[src/rtl/uart_bus_bridge.sv]
// uart_bus_bridge: remote end of the host serial link. Receives 8N1 command
// frames on rx_pin, issues one 32-bit bus write or read as a bus master, and
// returns ACK / read data / NAK on tx_pin.
//   clk, rst        : clock, async active-low reset
//   rx_pin, tx_pin  : serial in (async) / serial out (idle high)
//   mem_req_o/we_o/addr_o/data_o, mem_data_i, mem_gnt_i : bus master port
//   busy_o          : frame in progress (first cmd byte .. last resp stop bit)
module uart_bus_bridge #(
  parameter logic [15:0] BAUD_DIV = 16'd433,
  parameter logic [31:0] TIMEOUT  = 32'd500000
) (
  input  logic        clk,
  input  logic        rst,
  input  logic        rx_pin,
  output logic        tx_pin,
  output logic        mem_req_o,
  output logic        mem_we_o,
  output logic [31:0] mem_addr_o,
  output logic [31:0] mem_data_o,
  input  logic [31:0] mem_data_i,
  input  logic        mem_gnt_i,
  output logic        busy_o
);
  localparam logic [15:0] HALF = BAUD_DIV >> 1;

  // ---------------- receiver ----------------
  typedef enum logic [1:0] {R_IDLE, R_START, R_DATA, R_STOP} rx_st_t;
  rx_st_t      rx_st;
  logic        rx_s1, rx_s2, rx_prev;
  logic [15:0] rx_cnt;
  logic [2:0]  rx_bit;
  logic [7:0]  rx_sh;
  logic        rx_vld, rx_err;

  always_ff @(posedge clk or negedge rst) begin
    if (!rst) begin
      rx_s1 <= 1'b1; rx_s2 <= 1'b1; rx_prev <= 1'b1;
      rx_st <= R_IDLE; rx_cnt <= '0; rx_bit <= '0; rx_sh <= '0;
      rx_vld <= 1'b0; rx_err <= 1'b0;
    end else begin
      rx_s1 <= rx_pin; rx_s2 <= rx_s1; rx_prev <= rx_s2;
      rx_vld <= 1'b0; rx_err <= 1'b0;
      case (rx_st)
        R_IDLE: if (rx_prev && !rx_s2) begin rx_st <= R_START; rx_cnt <= '0; end
        R_START:
          if (rx_cnt == HALF) begin
            // line back high at the start-bit centre: a glitch, drop it
            rx_cnt <= '0; rx_bit <= '0;
            rx_st  <= rx_s2 ? R_IDLE : R_DATA;
          end else rx_cnt <= rx_cnt + 16'd1;
        R_DATA:
          if (rx_cnt == BAUD_DIV) begin
            rx_cnt <= '0;
            rx_sh  <= {rx_s2, rx_sh[7:1]};
            rx_bit <= rx_bit + 3'd1;
            if (rx_bit == 3'd7) rx_st <= R_STOP;
          end else rx_cnt <= rx_cnt + 16'd1;
        R_STOP:
          if (rx_cnt == BAUD_DIV) begin
            rx_cnt <= '0;
            rx_vld <= rx_s2;
            rx_err <= !rx_s2;
            rx_st  <= R_IDLE;
          end else rx_cnt <= rx_cnt + 16'd1;
        default: rx_st <= R_IDLE;
      endcase
    end
  end

  // ---------------- frame FSM ----------------
  typedef enum logic [2:0] {S_CMD, S_ADDR, S_WDATA, S_BUS, S_RESP, S_NAK} st_t;
  typedef enum logic [1:0] {T_IDLE, T_START, T_DATA, T_STOP} tx_st_t;
  st_t         st;
  tx_st_t      tx_st;
  logic        is_wr;
  logic [1:0]  bcnt;
  logic [31:0] addr_sh, data_sh, to_cnt, resp_sh;
  logic [2:0]  resp_left;
  logic [15:0] tx_cnt;
  logic        tx_take;

  // TX pulls the next response byte when idle or at the end of a stop bit,
  // which keeps multi-byte responses gap-free.
  assign tx_take = (tx_st == T_IDLE || (tx_st == T_STOP && tx_cnt == BAUD_DIV))
                   && resp_left != 3'd0;

  always_ff @(posedge clk or negedge rst) begin
    if (!rst) begin
      st <= S_CMD; is_wr <= 1'b0; bcnt <= '0;
      addr_sh <= '0; data_sh <= '0; to_cnt <= '0;
      resp_sh <= '0; resp_left <= '0;
      mem_req_o <= 1'b0; mem_we_o <= 1'b0; mem_addr_o <= '0; mem_data_o <= '0;
      busy_o <= 1'b0;
    end else begin
      if (tx_take) begin
        resp_sh   <= resp_sh >> 8;
        resp_left <= resp_left - 3'd1;
      end
      case (st)
        S_CMD: begin
          to_cnt <= '0; bcnt <= '0;
          if (rx_err) begin
            st <= S_NAK; busy_o <= 1'b1; resp_sh <= 32'h15; resp_left <= 3'd1;
          end else if (rx_vld) begin
            busy_o <= 1'b1;
            if (rx_sh == 8'hA5 || rx_sh == 8'h5A) begin
              st <= S_ADDR; is_wr <= (rx_sh == 8'hA5);
            end else begin
              st <= S_NAK; resp_sh <= 32'h15; resp_left <= 3'd1;
            end
          end
        end
        S_ADDR, S_WDATA: begin
          if (rx_err) begin
            st <= S_NAK; resp_sh <= 32'h15; resp_left <= 3'd1;
          end else if (rx_vld) begin
            to_cnt <= '0;
            bcnt   <= bcnt + 2'd1;
            if (st == S_ADDR) addr_sh <= {rx_sh, addr_sh[31:8]};
            else              data_sh <= {rx_sh, data_sh[31:8]};
            if (bcnt == 2'd3) begin
              if (st == S_ADDR && is_wr) st <= S_WDATA;
              else begin
                // bus fields latched once here so they stay stable through grant
                st        <= S_BUS;
                mem_req_o <= 1'b1;
                mem_we_o  <= is_wr;
                if (st == S_ADDR) mem_addr_o <= {rx_sh, addr_sh[31:8]};
                else begin
                  mem_addr_o <= addr_sh;
                  mem_data_o <= {rx_sh, data_sh[31:8]};
                end
              end
            end
          end else if (to_cnt >= TIMEOUT - 32'd1) begin
            st <= S_CMD; busy_o <= 1'b0;
          end else to_cnt <= to_cnt + 32'd1;
        end
        S_BUS:
          if (mem_gnt_i) begin
            mem_req_o <= 1'b0;
            st        <= S_RESP;
            resp_sh   <= is_wr ? 32'h06 : mem_data_i;
            resp_left <= is_wr ? 3'd1 : 3'd4;
          end
        S_RESP, S_NAK:
          if (tx_st == T_IDLE && resp_left == 3'd0) begin
            st <= S_CMD; busy_o <= 1'b0;
          end
        default: st <= S_CMD;
      endcase
    end
  end

  // ---------------- transmitter ----------------
  logic [2:0] tx_bit;
  logic [7:0] tx_byte;

  always_ff @(posedge clk or negedge rst) begin
    if (!rst) begin
      tx_st <= T_IDLE; tx_cnt <= '0; tx_bit <= '0; tx_byte <= '0; tx_pin <= 1'b1;
    end else begin
      case (tx_st)
        T_IDLE:
          if (tx_take) begin
            tx_pin <= 1'b0; tx_st <= T_START; tx_cnt <= '0; tx_byte <= resp_sh[7:0];
          end else tx_pin <= 1'b1;
        T_START:
          if (tx_cnt == BAUD_DIV) begin
            tx_cnt <= '0; tx_bit <= '0; tx_st <= T_DATA; tx_pin <= tx_byte[0];
          end else tx_cnt <= tx_cnt + 16'd1;
        T_DATA:
          if (tx_cnt == BAUD_DIV) begin
            tx_cnt  <= '0;
            tx_byte <= tx_byte >> 1;
            tx_bit  <= tx_bit + 3'd1;
            if (tx_bit == 3'd7) begin tx_st <= T_STOP; tx_pin <= 1'b1; end
            else tx_pin <= tx_byte[1];
          end else tx_cnt <= tx_cnt + 16'd1;
        T_STOP:
          if (tx_cnt == BAUD_DIV) begin
            tx_cnt <= '0;
            if (tx_take) begin
              tx_pin <= 1'b0; tx_st <= T_START; tx_byte <= resp_sh[7:0];
            end else tx_st <= T_IDLE;
          end else tx_cnt <= tx_cnt + 16'd1;
        default: tx_st <= T_IDLE;
      endcase
    end
  end
endmodule
[config.mk]
export PLATFORM = sky130hd
export DESIGN_NAME = uart_bus_bridge
export DESIGN_NICKNAME = d
export VERILOG_FILES = /design/src/rtl/uart_bus_bridge.sv
export SDC_FILE = /design/constraint.sdc
export NUM_CORES = 1
export LEC_CHECK = 0
export ABC_AREA = 1
export CAP_MARGIN = 20
export CORE_MARGIN = 2
export CORE_UTILIZATION = 59
export DETAILED_ROUTE_END_ITERATION = 10
export PLACE_DENSITY = 0.91
export SETUP_SLACK_MARGIN = 0.05
export SLEW_MARGIN = 20
export SYNTH_ARGS = -nofsm -noshare
export SYNTH_HDL_FRONTEND = slang
export SYNTH_SLANG_ARGS = --single-unit
[constraint.sdc]
create_clock -name clk -period 2.1 [get_ports clk]
set_input_delay 0.315 -clock clk [delete_from_list [all_inputs] [get_ports clk]]
set_output_delay 0.315 -clock clk [all_outputs]
set_load 0.005 [all_outputs]
After elaboration in Yosys (flattened, before gate mapping)
Cells that the tools add are included.

Logic and storage cells: 210. Input port bits: 36. Flip-flop bits (word level): 268.

Add/subtract/negate cells: 7. Order comparisons: 1. Muxes and demuxes: 90. Eq/ne operators: 42. Bitwise operators: 3. Reductions and logical operators: 40.

Operators with widths (count): two-way mux 32 bit (11); case mux 32 bit (3 select lines) (1); two-way mux 16 bit (5); case mux 32 bit (2 select lines) (1); two-way mux 3 bit (20); case mux 16 bit (3 select lines) (1); inequality test 2 bit, second input constant (18); adder 16 x 1 -> 16 bit, second input constant (2); adder 32 x 1 -> 32 bit, second input constant (1); == test 16 x 9 -> 1 bit, second input constant (2); >= comparator 32 x 19 -> 1 bit, second input constant (1); case mux 16 bit (2 select lines) (1); two-way mux 2 bit (13); two-way mux 8 bit (3); case mux 8 bit (3 select lines) (1); two-way mux 1 bit (23); AND reduction 5 bit (4); AND reduction 3 bit (6); AND reduction 6 bit (3); == test 16 x 8 -> 1 bit, second input constant (1); case mux 2 bit (4 select lines) (2); == test 3 bit, second input constant (4); case mux 3 bit (2 select lines) (2); case mux 3 bit (4 select lines) (1); other kinds (29) (56).

Logic depth before layout (Yosys ltp)
Depth after elaboration: 9. Depth in mapped cells: 15.

Worst setup path after synthesis
No wires, ideal clock.

Kind: register -> register. Start: register tx_st[1]. End: register resp_sh[2]. Arrival time: 1.711 ns. Stages on the path, launching flop included: 10. Slack: 0.263 ns. Buffers on the path: 2. Cells stage by stage: dfrtp_1 > inv_1 > ha_1 > inv_1 > a21oi_1 > clkbuf_1 > buf_2 > nand3_1 > nand3_1 > nand3_1.

Cells in the longest elaborated chain, start to end: 9. Elaborated cells on any way between the ends: 12.

Ends and longest elaborated chain: from (decl) (RTL line 74) `tx_st_t tx_st;`; from (signal assigned) (RTL line 161) `tx_st <= T_IDLE; tx_cnt <= '0; tx_bit <= '0; tx_byte <= '0; tx_pin <= 1'b1;`; from (signal assigned) (RTL line 166) `tx_pin <= 1'b0; tx_st <= T_START; tx_cnt <= '0; tx_byte <= resp_sh[7:0];`; from (signal assigned) (RTL line 170) `tx_cnt <= '0; tx_bit <= '0; tx_st <= T_DATA; tx_pin <= tx_byte[0];`; == test 2 bit (RTL line 84) `assign tx_take = (tx_st == T_IDLE || (tx_st == T_STOP && tx_cnt == BAUD_DIV))`; logical AND 1 bit (RTL line 84); logical OR 1 bit (*) (RTL line 84); logical AND 1 bit (*) (RTL line 85) `&& resp_left != 3'd0;`; two-way mux 32 bit (*) (RTL line 95) `if (tx_take) begin`; two-way mux 32 bit (RTL line 106) `if (rx_sh == 8'hA5 || rx_sh == 8'h5A) begin`; two-way mux 32 bit (RTL line 104) `end else if (rx_vld) begin`; two-way mux 32 bit (RTL line 102) `if (rx_err) begin`; case mux 32 bit (3 select lines) (*) (RTL line 99) `case (st)`; to (signal assigned) (RTL line 96) `resp_sh <= resp_sh >> 8;`; to (signal assigned) (RTL line 143) `resp_sh <= is_wr ? 32'h06 : mem_data_i;`; to (decl) (RTL line 77) `logic [31:0] addr_sh, data_sh, to_cnt, resp_sh;`.

Mark *: on every way between the ends. The rest lies on a longest branch, timed or not. A chain may end at the register's enable or synchronous reset.

Final worst setup path
Start: register rx_s2. End: register rx_cnt[6].

Cells in the longest elaborated chain, start to end: 3.

Ends and longest elaborated chain: from (decl) (RTL line 29) `logic rx_s1, rx_s2, rx_prev;`; from (signal assigned) (RTL line 41) `rx_s1 <= rx_pin; rx_s2 <= rx_s1; rx_prev <= rx_s2;`; logical NOT 1 bit (RTL line 44) `R_IDLE: if (rx_prev && !rx_s2) begin rx_st <= R_START; rx_cnt <= '0; end`; logical AND 1 bit (RTL line 44); inequality test 2 bit (no source line); to (signal assigned) (RTL line 50) `end else rx_cnt <= rx_cnt + 16'd1;`; to (signal assigned) (RTL line 57) `end else rx_cnt <= rx_cnt + 16'd1;`; to (signal assigned) (RTL line 64) `end else rx_cnt <= rx_cnt + 16'd1;`; to (decl) (RTL line 30) `logic [15:0] rx_cnt;`.

Every way passes these cells.

==> flow_summary_export.csv <==
group,metric,value,unit
setup_path,worstSetupPathType,"flop to flop",
synthesis,syn_avg_cell_area,7.59,sq um
floorplan,initial_core_util,0.601,
setup_path,arrival,2.43,ns
floorplan,pin_count,104,
clock_network,clockBufferDepth,3,
global_routing,grt_pass1_wl,53.3,mm
clock_network,clock_sinks,260,
flow_run,cap_violations,0,
route,wl,31.7,mm
timing,fin_setup_tns,0,ns
clock_network,clk_latency,0.55,ns
synthesis,synth_async_sr_flop_share,1.00,
synthesis,synth-xor-area-share,0.0134,
floorplan,floorplan.rows,54,
clock_network,cts_tree,"yes",
placed_design,dp_hpwl,20.9,mm
setup_path,r2r-start,"rx_s2",
power_and_ir_drop,leakagePower,7.46,nW
floorplan,dieArea,23400,sq um
route,drc_errors,0,
setup_path,crit_slowest_cell,"dfstp_2",
synthesis,synthAdderAreaFrac,0.0172,
timing,rsz0062_at_grt,"yes",
floorplan,die_x,153,um
route,via_per_inst,5.52,
cells_and_area,fill_cells,1494,
clock_network,clk_pin_slew_worst_paths,0.06,ns
placed_design,gp_congestion,0.905,
synthesis,synth-simple-area-share,0.301,
cells_and_area,final_nets,1884,
cells_and_area,multi_input_area,5600,sq um
setup_path,endpoint_kind,"flop",
timing,hold_violations,0,
global_routing,grt_pass1_vias,11600,
min_path,whs_endpoint,"rx_s1",
cells_and_area,fin_area,15500,sq um
global_routing,grt_max_degree,66,
route,detail_route.wl_per_cell,14.9,um
min_path,min_from,"rx_pin",
synthesis,synth_top_family_by_area,"simple AND/OR/NAND/NOR gates",
setup_path,start_kind,"flop",
synthesis,ys_ff_latch,260,
timing,setup_viol,0,
synthesis,seq_area_frac_synth,0.497,
setup_path,critPathMaxFanout,9,
timing,finalCritPeriodShare,0.954,
cells_and_area,seq_area,6510,sq um
synthesis,synth_mux_area_frac,0.000859,
cells_and_area,layout-drive-gt1-share,0.0735,
cells_and_area,syn_to_final_growth,18.5,%
setup_path,cp_top_family,"simple AND/OR/NAND/NOR gates",
route,initialDrtViolationCount,1131,
synthesis,synth_compound_area_frac,0.0893,
route,vias,11800,
clock_network,cts_made_buffers,27,
global_routing,grt_usage,0.268,
min_path,min_path_type,"input port to flop",
timing,fmax,499,MHz
clock_network,htree_levels,1,
timing,drv_slew,0,
setup_path,r2r_slack,0.1,ns
power_and_ir_drop,p_per_area,851,nW/um^2
setup_path,path_depth,8,
cells_and_area,finish.utilization,0.712,
global_routing,antenna_found_initial,0,
setup_path,critPathBufInv,2,
placed_design,post-place-ws,-0.0171,ns
setup_path,crit_path_max_incr_delay,0.59,ns
global_routing,overflow,0,
cells_and_area,antenna_cells,0,
timing,relSlewSlack,0.660,
run_status,status,"finished clean",
synthesis,syn_nets,1781,
min_path,hold_depth,1,
floorplan,core,21800,sq um
setup_path,cp_cell_sequence,"inv_1 -> nand2_1 -> nand3_2 -> inv_1 -> nor2_1 -> nand2_1 -> xor2_1 -> nor2_1",
timing,tightest_slew,0.510,ns
power_and_ir_drop,ir_worst_vdd,0.000793,V
synthesis,synthCells,1727,
synthesis,synth_area,13100,sq um
route,drt-pass1-iter-count,6,
synthesis,synth_edf_count,0,
timing,layout_setup_ws,0.0963,ns
floorplan,die-height,153,um
synthesis,ys.flop_type,"dfrtp_1",
setup_path,regToRegEndpoint,"rx_cnt[6]",
setup_path,r2r_cells,8,
timing,skew,0.00943,ns
clock_network,cts-root-buf,"clkbuf_16",
route,antenna_left,0,
synthesis,ys_types,38,
timing,fin_crit,2.00,ns
setup_path,cp.required,2.53,ns
synthesis,yosysWarnings,0,
placed_design,place_area,14500,sq um
placed_design,port_buffers,103,
layout by cell type (no fill, tap or decap), types with 2 or more instances in the layout:
cell type        synthesis  layout
nor3_1                  23      22
buf_12                   0      11
a22o_1                   2       2
nand2_1                512     507
dfstp_2                  4       4
clkdlybuf4s50_1          0     102
xor2_1                  17      17
xnor2_1                  3       3
nor2_4                   5       7
nor3_4                   1       2
nand2_2                  7       9
a21boi_0                13      13
nor2_2                   1       4
clkinvlp_4               0       4
clkinv_2                 0       7
buf_4                    8      27
clkbuf_1                26       3
o21ai_1                 35      35
a21oi_1                 31      30
nand4_1                 20      20
or2_2                    2       2
nor4_1                   5       5
ha_1                    18      18
clkbuf_16                0      28
o21ai_0                126     126
nand2_4                  0       3
clkbuf_8                 0       8
inv_1                  177     175
o211ai_1                 2       2
o31ai_1                  3       3
o22ai_1                  7       7
nand3_2                  3       3
dfrtp_1                256     254
nor2_1                 237     233
inv_2                    7       7
nand3_1                132     132
dfrtp_2                  0       2
worst reg2reg max path, stage by stage (launching register included):
cell and delay, ns:
dfstp_2 0.59, inv_1 0.08, nand2_1 0.07, nand3_2 0.17, inv_1 0.36, nor2_1 0.15, nand2_1 0.16, xor2_1 0.21
nor2_1 0.08
final cells by class:
type / count / area share
clock buffers: 38 / 0.0513
clock inverters: 11 / 0.00507
inverters: 185 / 0.0451
multi-input cells: 1212 / 0.360
flip-flops and latches: 260 / 0.419
well taps: 280 / 0.0225
repair buffers: 143 / 0.0961
repair inverters: 1 / 0.000483
worst max path at each step:
stage / start / to / slack [ns]
floorplan: tx_st[1] / resp_sh[2] / 0.26
global placement: mem_gnt_i / resp_sh[16] / 0.02
detailed placement: mem_gnt_i / resp_sh[11] / -0.02
CTS: tx_cnt[1] / tx_byte[4] / 0.1
global route: tx_cnt[1] / resp_sh[30] / 0.05
finish: rx_s2 / rx_cnt[6] / 0.1
kinds of logic after synthesis:
family,count (synthesis)
XOR/XNOR,20
flip-flops,260
AND/OR/NAND/NOR,951
multiplexers,1
adder cells (fa/ha/maj),18
AO/OA/AOI/OAI,221
buffers and inverters,256
synth_stat cells, drive strengths merged (3+ instances only):
| cell | n | area [sq um] |
|---|---|---|
| o21ai | 161 | 806 |
| nand3 | 136 | 708 |
| o31ai | 3 | 22.5 |
| xnor2 | 3 | 26.3 |
| o22ai | 7 | 43.8 |
| nor3 | 25 | 141 |
| inv | 184 | 691 |
| dfrtp | 256 | 6410 |
| nand4 | 20 | 125 |
| a21boi | 13 | 97.6 |
| xor2 | 17 | 149 |
| buf | 45 | 283 |
| dfstp | 4 | 105 |
| clkbuf | 26 | 97.6 |
| nand2 | 519 | 1970 |
| ha | 18 | 225 |
| a21oi | 31 | 155 |
| nor2 | 243 | 952 |
| nor4 | 5 | 31.3 |
sequential cells by signal (all words and copies together) (netlist names), 2 cells and up, named ones only:
signal,flops
resp_left,3
rx_sh,8
mem_addr_o,32
bcnt,2
resp_sh,32
addr_sh,32
to_cnt,32
st,3
data_sh,24
tx_byte,8
rx_bit,3
tx_cnt,16
rx_cnt,16
tx_bit,3
tx_st,2
mem_data_o,32
metrics by stage:
stage          total power [mW]  hold slack (ns)  instances
2_1_floorplan              7.53           0.0194       1727
5_1_grt                    13.9            0.178       2130
6_report                   13.2            0.183       2130
4_1_cts                    13.1            0.168       2122
3_5_place_dp               8.39            0.293       2072
3_3_place_gp               8.27            0.292       2072
repair_timing:
| item | in CTS | in global routing |
|---|---|---|
| buffers inserted | 0 | 5 |
| gates resized for setup | 0 | 22 |
| endpoints found under the hold margin | 55 | 0 |
| endpoints found under the setup margin | 0 | 100 |
| hold buffers | 1 | 0 |
power by group:
part / internal (mW) / total, mW / switching [mW]
Combinational: 0.998 / 3.12 / 2.12
Sequential: 5.26 / 5.46 / 0.200
Clock: 2.66 / 4.66 / 2.00
Total: 8.92 / 13.2 / 4.32
metal layers:
layer	wire (um)	global-route usage	up-vias
li1	-	-	5673
met1	12800	0.343	5637
met2	16200	0.471	375
met3	1660	0.0369	75
met4	932	0.0899	0
met5	0	0	-
(Power assumes the default switching activity.)
